File: src/rtl/as2650_wb_mailbox.sv
// Wishbone mailbox between the Caravel management SoC and the AS2650 core: TX/RX byte FIFOs,
// CTRL/STATUS registers, CPU reset hold and host IRQ. Optional MAILBOX_TIMESTAMP_EN adds a cycle counter.
module as2650_wb_mailbox #(
    parameter int unsigned DEPTH    = 8,
    parameter logic [31:0] BASE_ADR = 32'h3000_0000
) (
    input  logic        wb_clk_i,
    input  logic        wb_rst_ni,
    input  logic        wbs_stb_i,
    input  logic        wbs_cyc_i,
    input  logic        wbs_we_i,
    input  logic [3:0]  wbs_sel_i,
    input  logic [31:0] wbs_adr_i,
    input  logic [31:0] wbs_dat_i,
    output logic [31:0] wbs_dat_o,
    output logic        wbs_ack_o,
    output logic        cpu_rst_o,
    input  logic        cpu_rd_i,
    output logic [7:0]  cpu_rdata_o,
    output logic        cpu_rvalid_o,
    input  logic        cpu_wr_i,
    input  logic [7:0]  cpu_wdata_i,
    output logic        cpu_wready_o,
    output logic        irq_o
);
    localparam int unsigned AW = $clog2(DEPTH);

    logic [7:0]  tx_mem [DEPTH];
    logic [7:0]  rx_mem [DEPTH];
    logic [AW:0] tx_wr_q, tx_rd_q, tx_wr_d, tx_rd_d, tx_cnt;
    logic [AW:0] rx_wr_q, rx_rd_q, rx_wr_d, rx_rd_d, rx_cnt;
    logic        ack_q, hold_q, hold_d, irq_en_q, irq_en_d, cpu_rst_q, irq_q;
    logic        tx_ovf_q, tx_ovf_d, rx_ovf_q, rx_ovf_d;
    logic [31:0] dat_q, dat_d, rdata;
    logic        hit, hi, access, wr_acc, rd_acc;
    logic [1:0]  off;
    logic        tx_empty, tx_full, rx_empty, rx_full;
    logic        tx_push, tx_pop, tx_flush, tx_accept;
    logic        rx_push, rx_pop, rx_accept, sts_clr;
    logic        unused_ok;

`ifdef MAILBOX_TIMESTAMP_EN
    logic [31:0] ts_q, last_ts_q;
    assign hit = wbs_adr_i[31:5] == BASE_ADR[31:5];
    assign hi  = wbs_adr_i[4];
`else
    assign hit = wbs_adr_i[31:4] == BASE_ADR[31:4];
    assign hi  = 1'b0;
`endif

    assign unused_ok = ^{wbs_sel_i[3:1], wbs_dat_i[31:8], wbs_adr_i[1:0]};

    assign off    = wbs_adr_i[3:2];
    assign access = wbs_stb_i & wbs_cyc_i & hit & ~ack_q;
    assign wr_acc = access & wbs_we_i & ~hi;
    assign rd_acc = access & ~wbs_we_i;

    assign tx_cnt   = tx_wr_q - tx_rd_q;
    assign rx_cnt   = rx_wr_q - rx_rd_q;
    assign tx_empty = tx_wr_q == tx_rd_q;
    assign rx_empty = rx_wr_q == rx_rd_q;
    assign tx_full  = (tx_wr_q[AW] != tx_rd_q[AW]) && (tx_wr_q[AW-1:0] == tx_rd_q[AW-1:0]);
    assign rx_full  = (rx_wr_q[AW] != rx_rd_q[AW]) && (rx_wr_q[AW-1:0] == rx_rd_q[AW-1:0]);

    // A pop in the same cycle frees a slot, so a push into a full FIFO is still accepted.
    assign tx_flush  = wr_acc && off == 2'd0 && wbs_dat_i[2];
    assign tx_push   = wr_acc && off == 2'd2 && wbs_sel_i[0];
    assign tx_pop    = cpu_rd_i && !hold_q && !tx_empty;
    assign tx_accept = tx_push && !tx_flush && (!tx_full || tx_pop);
    assign rx_push   = cpu_wr_i && !hold_q;
    assign rx_pop    = rd_acc && !hi && off == 2'd3 && !rx_empty;
    assign rx_accept = rx_push && (!rx_full || rx_pop);
    assign sts_clr   = wr_acc && off == 2'd1;

    always_comb begin
        tx_wr_d  = tx_wr_q + (AW+1)'(tx_accept);
        tx_rd_d  = tx_rd_q + (AW+1)'(tx_pop);
        rx_wr_d  = rx_wr_q + (AW+1)'(rx_accept);
        rx_rd_d  = rx_rd_q + (AW+1)'(rx_pop);
        hold_d   = hold_q;
        irq_en_d = irq_en_q;
        if (tx_flush) begin
            tx_wr_d = '0;
            tx_rd_d = '0;
        end
        if (wr_acc && off == 2'd0) begin
            hold_d   = wbs_dat_i[0];
            irq_en_d = wbs_dat_i[1];
        end
        tx_ovf_d = (tx_ovf_q & ~sts_clr) | (tx_push && tx_full && !tx_pop && !tx_flush);
        rx_ovf_d = (rx_ovf_q & ~sts_clr) | (rx_push && rx_full && !rx_pop);
    end

    always_comb begin
        rdata = '0;
        if (!hi) begin
            case (off)
                2'd0: rdata = {30'd0, irq_en_q, hold_q};
                2'd1: rdata = {12'd0, rx_ovf_q, tx_ovf_q, rx_empty, tx_full, 8'(rx_cnt), 8'(tx_cnt)};
                2'd3: rdata = rx_empty ? '0 : {24'd0, rx_mem[rx_rd_q[AW-1:0]]};
                default: rdata = '0;
            endcase
        end
`ifdef MAILBOX_TIMESTAMP_EN
        else if (off == 2'd2) rdata = last_ts_q;
        else if (off == 2'd3) rdata = ts_q;
`endif
        dat_d = rd_acc ? rdata : '0;
    end

    always_ff @(posedge wb_clk_i or negedge wb_rst_ni) begin
        if (!wb_rst_ni) begin
            ack_q     <= 1'b0;
            dat_q     <= '0;
            hold_q    <= 1'b1;
            irq_en_q  <= 1'b0;
            cpu_rst_q <= 1'b1;
            irq_q     <= 1'b0;
            tx_ovf_q  <= 1'b0;
            rx_ovf_q  <= 1'b0;
            tx_wr_q   <= '0;
            tx_rd_q   <= '0;
            rx_wr_q   <= '0;
            rx_rd_q   <= '0;
        end else begin
            ack_q     <= access;
            dat_q     <= dat_d;
            hold_q    <= hold_d;
            irq_en_q  <= irq_en_d;
            cpu_rst_q <= hold_d;
            irq_q     <= irq_en_d && (rx_wr_d != rx_rd_d);
            tx_ovf_q  <= tx_ovf_d;
            rx_ovf_q  <= rx_ovf_d;
            tx_wr_q   <= tx_wr_d;
            tx_rd_q   <= tx_rd_d;
            rx_wr_q   <= rx_wr_d;
            rx_rd_q   <= rx_rd_d;
        end
    end

    always_ff @(posedge wb_clk_i) begin
        if (tx_accept) tx_mem[tx_wr_q[AW-1:0]] <= wbs_dat_i[7:0];
        if (rx_accept) rx_mem[rx_wr_q[AW-1:0]] <= cpu_wdata_i;
    end

`ifdef MAILBOX_TIMESTAMP_EN
    always_ff @(posedge wb_clk_i or negedge wb_rst_ni) begin
        if (!wb_rst_ni) begin
            ts_q      <= '0;
            last_ts_q <= '0;
        end else begin
            ts_q <= ts_q + 32'd1;
            if (rx_accept) last_ts_q <= ts_q;
        end
    end
`endif

    assign wbs_ack_o    = ack_q;
    assign wbs_dat_o    = dat_q;
    assign cpu_rst_o    = cpu_rst_q;
    assign irq_o        = irq_q;
    assign cpu_rvalid_o = !tx_empty;
    assign cpu_rdata_o  = tx_empty ? '0 : tx_mem[tx_rd_q[AW-1:0]];
    assign cpu_wready_o = !rx_full;
endmodule

File: config.mk
export PLATFORM = sky130hd
export DESIGN_NAME = as2650_wb_mailbox
export DESIGN_NICKNAME = d
export VERILOG_FILES = /design/src/rtl/as2650_wb_mailbox.sv
export SDC_FILE = /design/constraint.sdc
export NUM_CORES = 1
export LEC_CHECK = 0
export CORE_MARGIN = 4
export CORE_UTILIZATION = 52
export DETAILED_ROUTE_END_ITERATION = 12
export GPL_TIMING_DRIVEN = 0
export HOLD_SLACK_MARGIN = 0.15
export PLACE_DENSITY_LB_ADDON = 0.1
export SLEW_MARGIN = 40
export SYNTH_ARGS = -nofsm -noshare
export SYNTH_HDL_FRONTEND = slang
export SYNTH_SLANG_ARGS = --single-unit
File: constraint.sdc
create_clock -name wb_clk_i -period 4.4 [get_ports wb_clk_i]
set_input_delay 0.88 -clock wb_clk_i [delete_from_list [all_inputs] [get_ports wb_clk_i]]
set_output_delay 0.88 -clock wb_clk_i [all_outputs]
set_load 0.05 [all_outputs]
Word-level counts from Yosys, hierarchy flattened. Memory sizes are Yosys's and may differ from the RTL's. Index checks and enable logic that the tools add are counted.

Add/sub/neg operators: 6. Equal/unequal tests: 11. Muxes and demuxes: 11. Bitwise gates (word level): 12. Reduce and logical (&&, ||, !) cells: 32.

Operator list (count): $pmux W20 S3 (1); $mux W32 (1); $eq A28 B26 Y1 const B (1); $logic_and A1 B1 Y1 (21); $add A4 B1 Y4 (4); $mux W8 (2); $eq A4 B4 Y1 (2); $logic_not A1 Y1 (8); $mux W4 (2); $sub A4 B4 Y4 (2); $and A1 B1 Y1 (7); $eq A3 B3 Y1 (2); $mux W1 (5); $eq A2 B2 Y1 const B (2); $ne A4 B4 Y1 (1); $not A1 Y1 (3); $eq A2 B1 Y1 const B (1); $logic_not A2 Y1 (1); $logic_or A1 B1 Y1 (2); $ne A1 B1 Y1 (2); $or A1 B1 Y1 (2).

Flip-flop bits (word level): 54. RAM bits: 128. Input port bits: 83. Output and inout port bits: 45. Logic and storage cells: 85. Memories: 2.

Memories: rx_mem (depth 8, width 8, read ports 1, clocked after memory_dff 0, write ports 1, line 29) `logic [7:0] rx_mem [DEPTH];`; tx_mem (depth 8, width 8, read ports 1, clocked after memory_dff 0, write ports 1, line 28) `logic [7:0] tx_mem [DEPTH];`.

Logic depth before layout (Yosys ltp).
Depth after elaboration: 11. Mapped depth: 16.

Worst setup path before layout. No wires, ideal clock.

Path kind: reg-to-output. Start: register tx_rd_q[1]. End: output cpu_rdata_o[0]. Arrival time: 2.436 ns. Required time: 3.520 ns. Setup slack: 1.084 ns. Cell stages (with the launch flop): 8. Path buffers: 2. Path through: dfrtp_1 clkbuf_1 clkbuf_1 inv_1 ha_1 nand3_1 nor2_1 a21oi_1.

Cells in the longest elaborated chain, start to end: 2.

Ends and longest elaborated chain: from (decl) (line 30) `logic [AW:0] tx_wr_q, tx_rd_q, tx_wr_d, tx_rd_d, tx_cnt;`; from (signal assigned) (line 135) `tx_rd_q <= tx_rd_d;`; $mem_v2 Z8 W8 or $eq A4 B4 Y1 (tied branches); $mux W8 * (line 163) `assign cpu_rdata_o = tx_empty ? '0 : tx_mem[tx_rd_q[AW-1:0]];`; to (decl) (line 19) `output logic [7:0] cpu_rdata_o,`.

Mark *: on every way between the ends. The rest lies on a longest branch, timed or not.

Worst setup path in the final report.
Start: register tx_rd_q[1]. End: output cpu_rdata_o[7].

Same word-level chain as after synthesis.

==> metrics.txt <==
I/O pin count=128; PwrDens=523.6 nW/µm²; fin cells=727; vias per cell=5.367; Post-Place Cell Area=8223 µm²; n_diodes=0; critical path arrival=3.26 ns; Clock Latency Late Sink=0.43 ns; grt total ovfl=0; Main synth FF type=edfxtp_1; initial antenna violation count=0; Yosys warnings=0; syn avg cell area=16.75 µm²; worst vdd ir=0.0003200 V; Slew HR=0.4758; largest net degree at the start of global routing=39; final setup vio count=0; Die Wd=124.7 µm; vias=3902; Lkg Pwr=3.266 nW; FMAX=0.2414 GHz; Clock transition at path regs=0.07 ns; die area=15560 µm²; number of port buffers=81; required time worst endpoint=3.52 ns; starting density of the core=0.5329; Tcrit/Tclk final=0.9416; antenna violation net count after detailed routing=0; Logic pwr share=0.292; MaxCap Viol Count=0; Post-synth ARST share=0.2289; TritonCTS sink count=166; Psw=1.521 mW; CTS tree=yes; EDFF count, synth=128; Synth Cell Area=7086 µm²; wire per inst=19.58 µm; Die Y=124.7 µm; Gate Count Post-Synth=423; sw frac=0.3302; largest cells by area after synthesis=edfxtp_1, dfrtp_1, mux4_2; Max Root-Sink Buffers=2; Max Slew Vio Count=0; WS Path Type=register to output port; Cell variety after synth=52; drt drc=0; Overall Power=4.605 mW; gr usage total=0.1950; Worst Skew=0.007017 ns; sequential fraction of the synthesis area=0.6768; min cycle time layout=4.143 ns; core area=13300 µm²; crit path max fanout=10; routability congestion estimate=0.7792; first-pass GRT wire length=22.94 mm; final net count=637; CTS H-tree depth=4; cell area after layout=8796 µm²; CTS buffer count=17; Area Overhead vs Synth=24.14%; drt pass-1 iters=4; placed cells=695; status=completed; Post-CTS Setup Inserts=0; CTS Root Cell=clkbuf_16; Worst setup SP type=register; vias in the first global route=4200; endpoints failing hold=0; worst slew pin tran=0.7834 ns; Synth top area share=0.5425; Clk pwr share=0.298; sequential share of power=0.410; Power Internal=3.085 mW; # rows=42; worst min path class=input port to async pin; Yosys top cell by area=edfxtp_1; Crit. End Element=output port; unrepaired setup endpoints after global routing=false; routed wire length=14.23 mm; fill cell count=913; Detail Placement HPWL=9.740 mm; fraction of layout cells with a size suffix above 1=0.2359; 1st-iter DRT viols=211; Synth Register Bits=166
[registers in the layout, indices dropped and copies added, names as in the netlist]
signal,count
wbs_ack_o,1
tx_rd_q,4
tx_mem,64
irq_o,1
irq_en_q,1
cpu_rst_o,1
rx_ovf_q,1
rx_rd_q,4
tx_wr_q,4
rx_mem,64
wbs_dat_o,16
rx_wr_q,4
tx_ovf_q,1
[synth_stat cells (5+ instances only)]
cell type / instances
edfxtp_1: 128
nor3_2: 6
nor2_1: 21
a21oi_1: 14
buf_2: 6
nor2b_1: 8
nand3_1: 8
clkbuf_1: 7
xor2_1: 10
nand2_1: 34
xnor2_1: 7
inv_1: 13
mux4_2: 32
buf_4: 18
ha_1: 14
dfrtp_1: 37
mux2i_1: 5
nor3_1: 5
[placed cells by master, fill, tap and decap left out, types with 3 or more instances in the layout]
cell | netlist | routed
a21oi_1 | 14 | 14
and2_2 | 3 | 3
and3_2 | 3 | 3
buf_2 | 6 | 6
buf_4 | 18 | 19
clkbuf_1 | 7 | 5
clkbuf_16 | 0 | 17
clkdlybuf4s50_1 | 0 | 79
clkinv_1 | 1 | 3
clkinv_4 | 0 | 3
conb_1 | 1 | 16
dfrtp_1 | 37 | 37
edfxtp_1 | 128 | 128
ha_1 | 14 | 14
inv_1 | 13 | 13
inv_6 | 1 | 3
inv_8 | 0 | 3
mux2i_1 | 5 | 5
mux4_2 | 32 | 32
nand2_1 | 34 | 34
nand3_1 | 8 | 8
nor2_1 | 21 | 14
nor2_2 | 0 | 6
nor2b_1 | 8 | 8
nor3_1 | 5 | 3
nor3_2 | 6 | 5
nor3_4 | 1 | 4
nor4_4 | 3 | 5
o21ai_0 | 3 | 3
xnor2_1 | 7 | 7
xor2_1 | 10 | 10
[cells by family (layout without fill, tap and decap cells)]
logic type	after synthesis	in the layout	share of synthesized area
DFF	166	166	0.6769
and+or+nand+nor	110	110	0.09677
buffers and inverters	47	160	0.03620
muxes	39	39	0.1120
AOI/OAI and AO/OA	27	27	0.02631
xor gates and xnor gates	17	17	0.02101
adders and majority gates	16	16	0.03037
other	1	16	0.0005292
[power by group through the flow]
stage	combinational, mW	sequential (mW)	clock [mW]
3_5_place_dp	1.34	1.92	0
5_1_grt	1.45	1.90	1.46
2_1_floorplan	0.926	1.90	0
6_report	1.34	1.89	1.37
3_3_place_gp	1.30	1.91	0
4_1_cts	1.35	1.89	1.40
[critical path: stages, from the launching register on]
cell and delay [ns]:
dfrtp_1 0.44, clkbuf_2 0.30, clkbuf_2 0.39, inv_1 0.08
ha_1 0.30, nand3_1 0.21, nor2_4 0.12, a21oi_1 0.17
clkdlybuf4s50_1 0.82
[through the flow]
stage | setup TNS (ns) | hold WS, ns | worst slack (ns) | util
2_1_floorplan | 0 | 0.4573 | 1.084 | -
3_5_place_dp | 0 | 0.4809 | 0.02751 | 0.6185
3_3_place_gp | -1.041 | 0.4672 | -0.1927 | 0.6147
5_1_grt | 0 | 0.4690 | 0.08692 | 0.6616
4_1_cts | 0 | 0.4364 | 0.1593 | 0.6606
6_report | 0 | 0.4325 | 0.2568 | 0.6616
[cell type report]
type	instances	area [µm²]	share of cell area
buffer	31	193.9	0.02205
sequential	166	4796	0.5452
clock inverter	15	126.4	0.01437
timing repair buffer	81	810.8	0.09218
clock buffer	17	425.4	0.04836
tap	176	220.2	0.02504
multi-input combinational	225	2158	0.2454
inverter	16	65.06	0.007397
[per-layer routing]
metal / global-route usage / up-vias / routed length (µm)
met1: 0.2391 / 1987 / 5868
met5: 0 / - / 0
li1: - / 1799 / -
met3: 0.04889 / 20 / 554
met2: 0.3362 / 96 / 7554
met4: 0.07028 / 0 / 255
[repair_timing]
action	in CTS	in global routing
resized for setup	3	1
hold buffers	0	0
endpoints found under the setup margin	9	1
[path summary, 6_finish.rpt]
kind                       slack, ns       start  cells after the start              to
setup / recovery                0.26  tx_rd_q[1]                      8  cpu_rdata_o[7]
hold / removal                  0.43   wb_rst_ni                      1      tx_rd_q[0]
setup reg to reg                0.53  rx_rd_q[1]                     16           irq_o
hold reg to reg                 0.50    tx_ovf_q                      1        tx_ovf_q
max in group asynchronous       3.60   wb_rst_ni                      1       cpu_rst_o
min in group wb_clk_i           0.50    tx_ovf_q                      1        tx_ovf_q
Power figures use the tool's default switching activity.
